`src/rtl/exe_stage.sv`:
```
// Execute stage: ALU, single-cycle multiply, 32-iteration restoring divider,
// data-SRAM request generation and the EXE->MEM handshake.
module exe_stage (
  input  logic         clk,
  input  logic         reset,
  input  logic         ms_allowin,
  output logic         es_allowin,
  input  logic         ds_to_es_valid,
  input  logic [167:0] ds_to_es_bus,
  output logic         es_to_ms_valid,
  output logic [75:0]  es_to_ms_bus,
  output logic         out_es_valid,
  output logic         data_sram_en,
  output logic [3:0]   data_sram_we,
  output logic [31:0]  data_sram_addr,
  output logic [31:0]  data_sram_wdata
);

  typedef enum logic [1:0] {S_IDLE, S_RUN, S_DONE} div_state_t;

  logic         r_es_valid;
  logic [167:0] r_bus;
  div_state_t   r_state;
  logic [4:0]   r_cnt;
  logic [31:0]  r_rem;
  logic [31:0]  r_quo;
  logic [31:0]  r_dvs;

  logic [11:0] w_alu_op;
  logic [31:0] w_pc, w_rj, w_imm, w_rkd, w_src1, w_src2;
  logic [4:0]  w_dest;
  logic [3:0]  w_mem_we;
  logic [6:0]  w_divmul;
  logic [7:0]  w_ldst;
  logic        w_div_op, w_div_signed, w_ready_go, w_is_mem;

  assign w_alu_op     = r_bus[167:156];
  assign w_pc         = r_bus[154:123];
  assign w_rj         = r_bus[122:91];
  assign w_imm        = r_bus[89:58];
  assign w_rkd        = r_bus[57:26];
  assign w_dest       = r_bus[24:20];
  assign w_mem_we     = r_bus[18:15];
  assign w_divmul     = r_bus[14:8];
  assign w_ldst       = r_bus[7:0];
  assign w_src1       = r_bus[155] ? w_pc  : w_rj;
  assign w_src2       = r_bus[90]  ? w_imm : w_rkd;
  assign w_div_op     = |w_divmul[3:0];
  assign w_div_signed = w_divmul[3] | w_divmul[2];
  assign w_is_mem     = |w_ldst;

  assign w_ready_go     = ~w_div_op | (r_state == S_DONE);
  assign es_allowin     = ~r_es_valid | (w_ready_go & ms_allowin);
  assign es_to_ms_valid = r_es_valid & w_ready_go;
  assign out_es_valid   = r_es_valid;

  always_ff @(posedge clk) begin
    if (reset)           r_es_valid <= 1'b0;
    else if (es_allowin) r_es_valid <= ds_to_es_valid;
  end

  always_ff @(posedge clk) begin
    if (ds_to_es_valid && es_allowin) r_bus <= ds_to_es_bus;
  end

  logic [31:0] w_alu_res;
  always_comb begin
    w_alu_res = '0;
    case (1'b1)
      w_alu_op[0]:  w_alu_res = w_src1 + w_src2;
      w_alu_op[1]:  w_alu_res = w_src1 - w_src2;
      w_alu_op[2]:  w_alu_res = {31'b0, $signed(w_src1) < $signed(w_src2)};
      w_alu_op[3]:  w_alu_res = {31'b0, w_src1 < w_src2};
      w_alu_op[4]:  w_alu_res = w_src1 & w_src2;
      w_alu_op[5]:  w_alu_res = ~(w_src1 | w_src2);
      w_alu_op[6]:  w_alu_res = w_src1 | w_src2;
      w_alu_op[7]:  w_alu_res = w_src1 ^ w_src2;
      w_alu_op[8]:  w_alu_res = w_src1 << w_src2[4:0];
      w_alu_op[9]:  w_alu_res = w_src1 >> w_src2[4:0];
      w_alu_op[10]: w_alu_res = $signed(w_src1) >>> w_src2[4:0];
      w_alu_op[11]: w_alu_res = w_src2;
      default:      w_alu_res = '0;
    endcase
  end

  // One 33x33 signed multiplier covers both signed and unsigned products.
  logic               w_mul_signed;
  logic signed [32:0] w_mul_a, w_mul_b;
  logic signed [63:0] w_mul_p;
  assign w_mul_signed = ~w_divmul[4];
  assign w_mul_a      = {w_mul_signed & w_rj[31],  w_rj};
  assign w_mul_b      = {w_mul_signed & w_rkd[31], w_rkd};
  assign w_mul_p      = w_mul_a * w_mul_b;

  logic [32:0] w_rem_sh;
  logic        w_sub_ok;
  logic [31:0] w_abs_rj, w_abs_rkd, w_q_fix, w_r_fix;
  assign w_rem_sh  = {r_rem, r_quo[31]};
  assign w_sub_ok  = w_rem_sh >= {1'b0, r_dvs};
  assign w_abs_rj  = (w_div_signed && w_rj[31])  ? -w_rj  : w_rj;
  assign w_abs_rkd = (w_div_signed && w_rkd[31]) ? -w_rkd : w_rkd;
  assign w_q_fix   = (w_div_signed && (w_rj[31] ^ w_rkd[31])) ? -r_quo : r_quo;
  assign w_r_fix   = (w_div_signed && w_rj[31]) ? -r_rem : r_rem;

  // r_quo starts as the dividend and shifts quotient bits in from the right.
  always_ff @(posedge clk) begin
    if (reset) begin
      r_state <= S_IDLE;
      r_cnt   <= 5'd0;
    end else begin
      case (r_state)
        S_IDLE: if (r_es_valid && w_div_op) begin
          r_state <= S_RUN;
          r_cnt   <= 5'd0;
          r_rem   <= 32'd0;
          r_quo   <= w_abs_rj;
          r_dvs   <= w_abs_rkd;
        end
        S_RUN: begin
          r_rem <= w_sub_ok ? (w_rem_sh[31:0] - r_dvs) : w_rem_sh[31:0];
          r_quo <= {r_quo[30:0], w_sub_ok};
          r_cnt <= r_cnt + 5'd1;
          if (r_cnt == 5'd31) r_state <= S_DONE;
        end
        S_DONE: if (ms_allowin) r_state <= S_IDLE;
        default: r_state <= S_IDLE;
      endcase
    end
  end

  logic [31:0] w_es_result;
  always_comb begin
    if (w_is_mem)                        w_es_result = w_rj + w_imm;
    else if (w_divmul[6])                w_es_result = w_mul_p[31:0];
    else if (w_divmul[5] | w_divmul[4])  w_es_result = w_mul_p[63:32];
    else if (w_divmul[3] | w_divmul[1])  w_es_result = w_q_fix;
    else if (w_divmul[2] | w_divmul[0])  w_es_result = w_r_fix;
    else                                 w_es_result = w_alu_res;
  end

  logic [1:0] w_ofs;
  assign w_ofs = w_ldst[1] ? {w_es_result[1], 1'b0} : w_es_result[1:0];

  assign data_sram_en   = r_es_valid & ms_allowin & w_is_mem;
  assign data_sram_addr = w_es_result;
  assign data_sram_we   = r_es_valid ? (w_mem_we << w_ofs) : 4'b0;

  always_comb begin
    data_sram_wdata = w_rkd;
    if (w_ldst[2])      data_sram_wdata = {4{w_rkd[7:0]}};
    else if (w_ldst[1]) data_sram_wdata = {2{w_rkd[15:0]}};
  end

  assign es_to_ms_bus = {w_ldst[7:3], r_bus[19], r_bus[25], w_dest, w_es_result, w_pc};

endmodule
```
`config.mk`:
```
export PLATFORM = sky130hd
export DESIGN_NAME = exe_stage
export DESIGN_NICKNAME = d
export VERILOG_FILES = /design/src/rtl/exe_stage.sv
export SDC_FILE = /design/constraint.sdc
export NUM_CORES = 2
export LEC_CHECK = 0
export ABC_CLOCK_PERIOD_IN_PS = 21500
export BUFFER_PORTS_ARGS = -buffer_cell sky130_fd_sc_hd__buf_2
export CORE_ASPECT_RATIO = 0.75
export CORE_MARGIN = 2
export CORE_UTILIZATION = 35
export CTS_BUF_LIST = sky130_fd_sc_hd__clkbuf_8
export DETAILED_ROUTE_END_ITERATION = 6
export PLACE_DENSITY_LB_ADDON = 0.2
export SLEW_MARGIN = 30
export SYNTH_ARGS = -nofsm -noshare
export SYNTH_HDL_FRONTEND = slang
export SYNTH_SLANG_ARGS = --single-unit
```
`constraint.sdc`:
```
create_clock -name clk -period 21.5 [get_ports clk]
set_input_delay 1.075 -clock clk [delete_from_list [all_inputs] [get_ports clk]]
set_output_delay 1.075 -clock clk [all_outputs]
set_load 0.01 [all_outputs]
```
**Yosys cells after proc, flatten, opt, wreduce, memory -nomap -nowiden**

Cells that the tools add are included.

- $add $sub $neg: 9
- Multiply operators: 1
- Divide/modulo/power cells: 0
- $lt $le $gt $ge: 3
- Equal/unequal tests: 6
- Shifts and indexed selects: 4
- Multiplexer cells: 38
- Bitwise gates (word level): 21
- Reduce and logical (&&, ||, !) cells: 13

Operators with widths:

| kind | count |
|---|---|
| $mux W32 | 28 |
| $neg A32 Y32 | 4 |
| $pmux W32 S2 | 2 |
| $add A32 B32 Y32 | 2 |
| $lt A32 B32 Y1 | 2 |
| $mul A33 B33 Y64 | 1 |
| $sub A32 B32 Y32 | 2 |
| $ge A33 B32 Y1 | 1 |
| $and A32 B32 Y32 | 1 |
| $not A32 Y32 | 1 |
| $or A32 B32 Y32 | 1 |
| $shl A32 B5 Y32 | 1 |
| $shr A32 B5 Y32 | 1 |
| $sshr A32 B5 Y32 | 1 |
| $xor A32 B32 Y32 | 1 |
| $pmux W5 S2 | 1 |
| $reduce_and A3 Y1 | 3 |
| $reduce_or A8 Y1 | 1 |
| $and A1 B1 Y1 | 6 |
| $mux W2 | 3 |
| $ne A2 B2 Y1 const B | 3 |
| $or A1 B1 Y1 | 6 |
| $pmux W2 S3 | 1 |
| $add A5 B1 Y5 const B | 1 |
| 14 further kinds | 21 |

- Register bits after elaboration: 272
- Latch bits: 0
- Bits in writable memories: 0
- Memory bits (read-only): 0
- Output and inout bits: 148
- Memories: 0

**Depth between registers and ports, before layout**

- Word-level depth: 21
- Gate-level depth with buffers: 33

**Least setup slack after synthesis**

Ideal clock, no wire load.

- Kind: reg-to-output
- Start point: register r_bus[122]
- End point: output port es_to_ms_bus[62]
- Arrival time: 8.456 ns
- Data required time: 20.425 ns
- Path slack: 11.969 ns
- Stages on the path, launching flop included: 30
- Cell sequence: edfxtp_1 clkbuf_1 nor2b_1 clkbuf_1 nand2_1 inv_1 fa_1 inv_1 fa_1 inv_1 fa_1 fa_1 inv_1 fa_1 inv_1 fa_1 inv_1 fa_1 fa_1 inv_1 ha_1 a2111oi_0 o21a_1 o21ai_0 a221oi_1 o31ai_1 xor2_1 nor3_1 o41ai_1 buf_4

- Longest elaborated chain between the ends: 18

Ends and longest elaborated chain:

| what | line | text |
|---|---|---|
| start: declaration | 22 | `logic [167:0] r_bus;` |
| start signal: assignment | 63 | `if (ds_to_es_valid && es_allowin) r_bus <= ds_to_es_bus;` |
| parallel branches: the longest is 15 deep, another holds $mul A33 B33 Y64 | -- |  |
| $mux W32 (*) | 135 | `else if (w_divmul[5] \| w_divmul[4]) w_es_result = w_mul_p[63:32];` |
| $mux W32 (*) | 134 | `else if (w_divmul[6]) w_es_result = w_mul_p[31:0];` |
| $mux W32 (*) | 133 | `if (w_is_mem) w_es_result = w_rj + w_imm;` |
| end: declaration | 11 | `output logic [75:0] es_to_ms_bus,` |

Every way passes the cells marked *.

**Final worst setup path**

- Start point: register r_bus[26]
- End point: output port data_sram_addr[15]

- Longest elaborated chain between the ends: 18

Ends and longest elaborated chain:

| what | line | text |
|---|---|---|
| $mux W32 | 47 | `assign w_src2 = r_bus[90] ? w_imm : w_rkd;` |
| $sshr A32 B5 Y32 | 80 | `w_alu_op[10]: w_alu_res = $signed(w_src1) >>> w_src2[4:0];` |
| $mux W32 (11 in a row) | 69 | `case (1'b1)` |
| $mux W32 | 137 | `else if (w_divmul[2] \| w_divmul[0]) w_es_result = w_r_fix;` |
| $mux W32 | 136 | `else if (w_divmul[3] \| w_divmul[1]) w_es_result = w_q_fix;` |
| $mux W32 | 135 |  |
| $mux W32 (*) | 134 |  |
| $mux W32 (*) | 133 |  |
| end: declaration | 15 | `output logic [31:0] data_sram_addr,` |

Mark *: on every way between the ends. The rest lies on a longest branch, timed or not.

==> out/metrics.yaml <==
syn-cell-area_mm2: 0.06565
status: "finished, violations left"
fp.dieArea_mm2: 0.1911
place_congestion: 1.040
post_synth.cell_area_avg_um2: 8.710
violations: "DRC"
ioPinCount: 320
detail_route.drc_violations: 4
worstPathRequired_ps: 20430
grt.overflow.total: 0
finish.cell_count_without_fillers: 10090
layout_skew_ps: 86.34
detail-route-antenna-nets: 0
tritoncts: "yes"
dpl-instance-area_mm2: 0.06932
setup.worst_path.end_class: "output pin"
slowest_stage: "sky130_fd_sc_hd__edfxtp_1"
insertion_delay_ps: 850
routed-via-count: 56980
timing_worst_setup_path_type: "flip-flop to output pin"
clk_transition_reported_paths_ps: 90
fin_area_mm2: 0.07048
cts_sinks: 272
grt_max_degree: 95
detailedRoute.firstPassIterationCount: 7
drv.max_cap_violation_count: 0
synth_top_flop_cell: "sky130_fd_sc_hd__edfxtp_1"
setup_tns_ps: 0
max_stage_delay_ps: 810
dp_cells: 9982
hold_buffers: 0
die-height_um: 379.1
fin_nets: 9215
ctsResizeCount: 0
antenna_violations_before_repair: 22
min_period_ps: 11540
mappedNetlistNets: 9217
ctsLongestPathBuffers: 3
post-dp-hpwl_um: 225300
synth.lib_cells_used.distinct: 101
drt-wirelength-per-cell_um: 28.00
maximum_frequency_from_static_timing_analysis_ghz: 0.08665
holdCritPathClass: "input pin to flip-flop"
number_of_standard_cells_after_synthesis: 7537
unrepaired_setup_endpoints_after_global_routing: "no"
final-hold-violation-count: 0
rows: 137
filler_cell_count: 19320
syn2layout_area_growth_pct: 7.367
crit_path_frequent_cell: "sky130_fd_sc_hd__fa_1"
first_global_vias: 56110
r2r.worst_path.cells: 12
route.final.wire_length_um: 282400
number_of_synthesized_flops_with_an_enable_pin: 264
die_x_um: 504.1
detailedRoute.firstIterationViolations: 6904
postSynth.asyncResetShare: 0
post-route-period-util: 0.5368
ys_ff_latch: 272
cts_max_level: 2
drive_gt1_frac: 0.09105
numPortBuffers: 319
initial_core_util: 0.3526
worst_ep_arrival_time_ps: 10470
gr-usage-all-layers: 0.2937
count_of_yosys_warnings_during_synthesis: 0
tightestPinTransition_ps: 1124
setup_viol_count_final: 0
final_max_slew_viol_count: 0
numCtsBuffers: 52
setup_buffers_after_cts: 0
setup.worst_path.start_class: "flip-flop"
cts-root-buf: "sky130_fd_sc_hd__clkbuf_8"
core_area_mm2: 0.1862
maxSlewHeadroom: 0.2291
whs_path_depth: 1
worstPathMaxFanout: 16
viasPerCell: 5.649
grt_first_pass_wirelength_um: 408800
synth.yosys.seq_area_share: 0.1232
cell type report:
class                   count  area [um2]  share of cell area
repair buffers            485        2904             0.04120
clock buffers              52       715.7             0.01015
well taps                2502        3131             0.04442
clock inverters            45       399.1            0.005663
flip-flops and latches    272        8088              0.1148
diodes                      6       15.01           0.0002130
inverters                1310        4920             0.06980
multi-input cells        5414       50310              0.7138
through the flow:
stage | setup slack, ps | util | hold slack (ps)
3_3_place_gp | 10890 | 0.3721 | 464.2
5_1_grt | 9550 | 0.3786 | 380.8
2_1_floorplan | 11970 | - | 439.5
6_report | 9960 | 0.3786 | 400.1
4_1_cts | 9940 | 0.3783 | 348.2
3_5_place_dp | 10950 | 0.3724 | 477.3
sequential cells by signal (all words and copies together), names as in the netlist:
register	flops
r_dvs	32
r_quo	32
out_es_valid	1
r_cnt	5
r_state	2
r_rem	32
r_bus	168
cells by family (layout without fill, tap and decap cells):
| logic type | after synthesis | in the layout | synth area share |
|---|---|---|---|
| AND/OR/NAND/NOR | 2127 | 2127 | 0.1489 |
| flip-flops | 272 | 272 | 0.1232 |
| multiplexers | 212 | 212 | 0.03509 |
| other | 0 | 6 | 0 |
| buffers and inverters | 1851 | 1892 | 0.1121 |
| adder cells (fa/ha/maj) | 1508 | 1508 | 0.4165 |
| XOR/XNOR | 293 | 293 | 0.03909 |
| AO/OA/AOI/OAI | 1274 | 1274 | 0.1250 |
cells in the mapped netlist, types with 38 or more instances:
| master | n | area share |
|---|---|---|
| sky130_fd_sc_hd__nor2_1 | 385 | 0.022 |
| sky130_fd_sc_hd__a21oi_1 | 350 | 0.027 |
| sky130_fd_sc_hd__o21ai_0 | 263 | 0.020 |
| sky130_fd_sc_hd__a211oi_1 | 68 | 0.0078 |
| sky130_fd_sc_hd__xor2_1 | 94 | 0.013 |
| sky130_fd_sc_hd__o22ai_1 | 48 | 0.0046 |
| sky130_fd_sc_hd__and2_1 | 363 | 0.035 |
| sky130_fd_sc_hd__xnor2_1 | 199 | 0.027 |
| sky130_fd_sc_hd__ha_1 | 379 | 0.072 |
| sky130_fd_sc_hd__a21o_1 | 72 | 0.0082 |
| sky130_fd_sc_hd__a31oi_1 | 51 | 0.0049 |
| sky130_fd_sc_hd__edfxtp_1 | 264 | 0.12 |
| sky130_fd_sc_hd__nand2_1 | 1001 | 0.057 |
| sky130_fd_sc_hd__inv_1 | 1294 | 0.074 |
| sky130_fd_sc_hd__nor3_1 | 86 | 0.0066 |
| sky130_fd_sc_hd__nand2b_1 | 38 | 0.0036 |
| sky130_fd_sc_hd__nand3_1 | 58 | 0.0044 |
| sky130_fd_sc_hd__clkbuf_1 | 332 | 0.019 |
| sky130_fd_sc_hd__fa_1 | 1129 | 0.34 |
| sky130_fd_sc_hd__o211ai_1 | 44 | 0.0050 |
| sky130_fd_sc_hd__buf_1 | 82 | 0.0047 |
| sky130_fd_sc_hd__mux2i_1 | 163 | 0.025 |
| sky130_fd_sc_hd__buf_4 | 90 | 0.010 |
critical path, delay by kind of cell (launching register included):
kind,cells,cell delay (ps)
flops,1,810
compound gates,9,2950
xor+xnor,1,160
simple gates,2,360
fa+ha+maj,9,4090
buf+inv,8,1220
placed cells by master (no fill, tap or decap), drive strengths merged, types with 44 or more instances in the layout:
master and instances:
a211oi 69, a21o 72, a21oi 350, a31oi 51
and2 363, buf 485, clkbuf 52, edfxtp 264
fa 1129, ha 379, inv 1314, mux2i 170
nand2 1002, nand3 58, nor2 386, nor3 89
o211ai 44, o21ai 292, o22ai 48, xnor2 199
xor2 94
routing by layer:
layer	track usage	wire (um)	up-vias
met3	0.07035	30640	405
met1	0.4385	127800	29410
li1	-	-	24070
met4	0.09944	10780	14
met2	0.4093	113100	3087
met5	0.002273	111	-
worst paths after layout:
path                                      endpoint  slack [ps]              from
worst max-delay path            data_sram_addr[15]        9960         r_bus[26]
worst min-delay path                     r_bus[38]         400  ds_to_es_bus[38]
worst max register to register           r_rem[29]       16970          r_rem[0]
worst min register to register            r_cnt[3]         490          r_cnt[3]
Power is left out: the tool's default activity adds up to more than one toggle a clock period on the data nets, which glitch-free logic cannot reach.
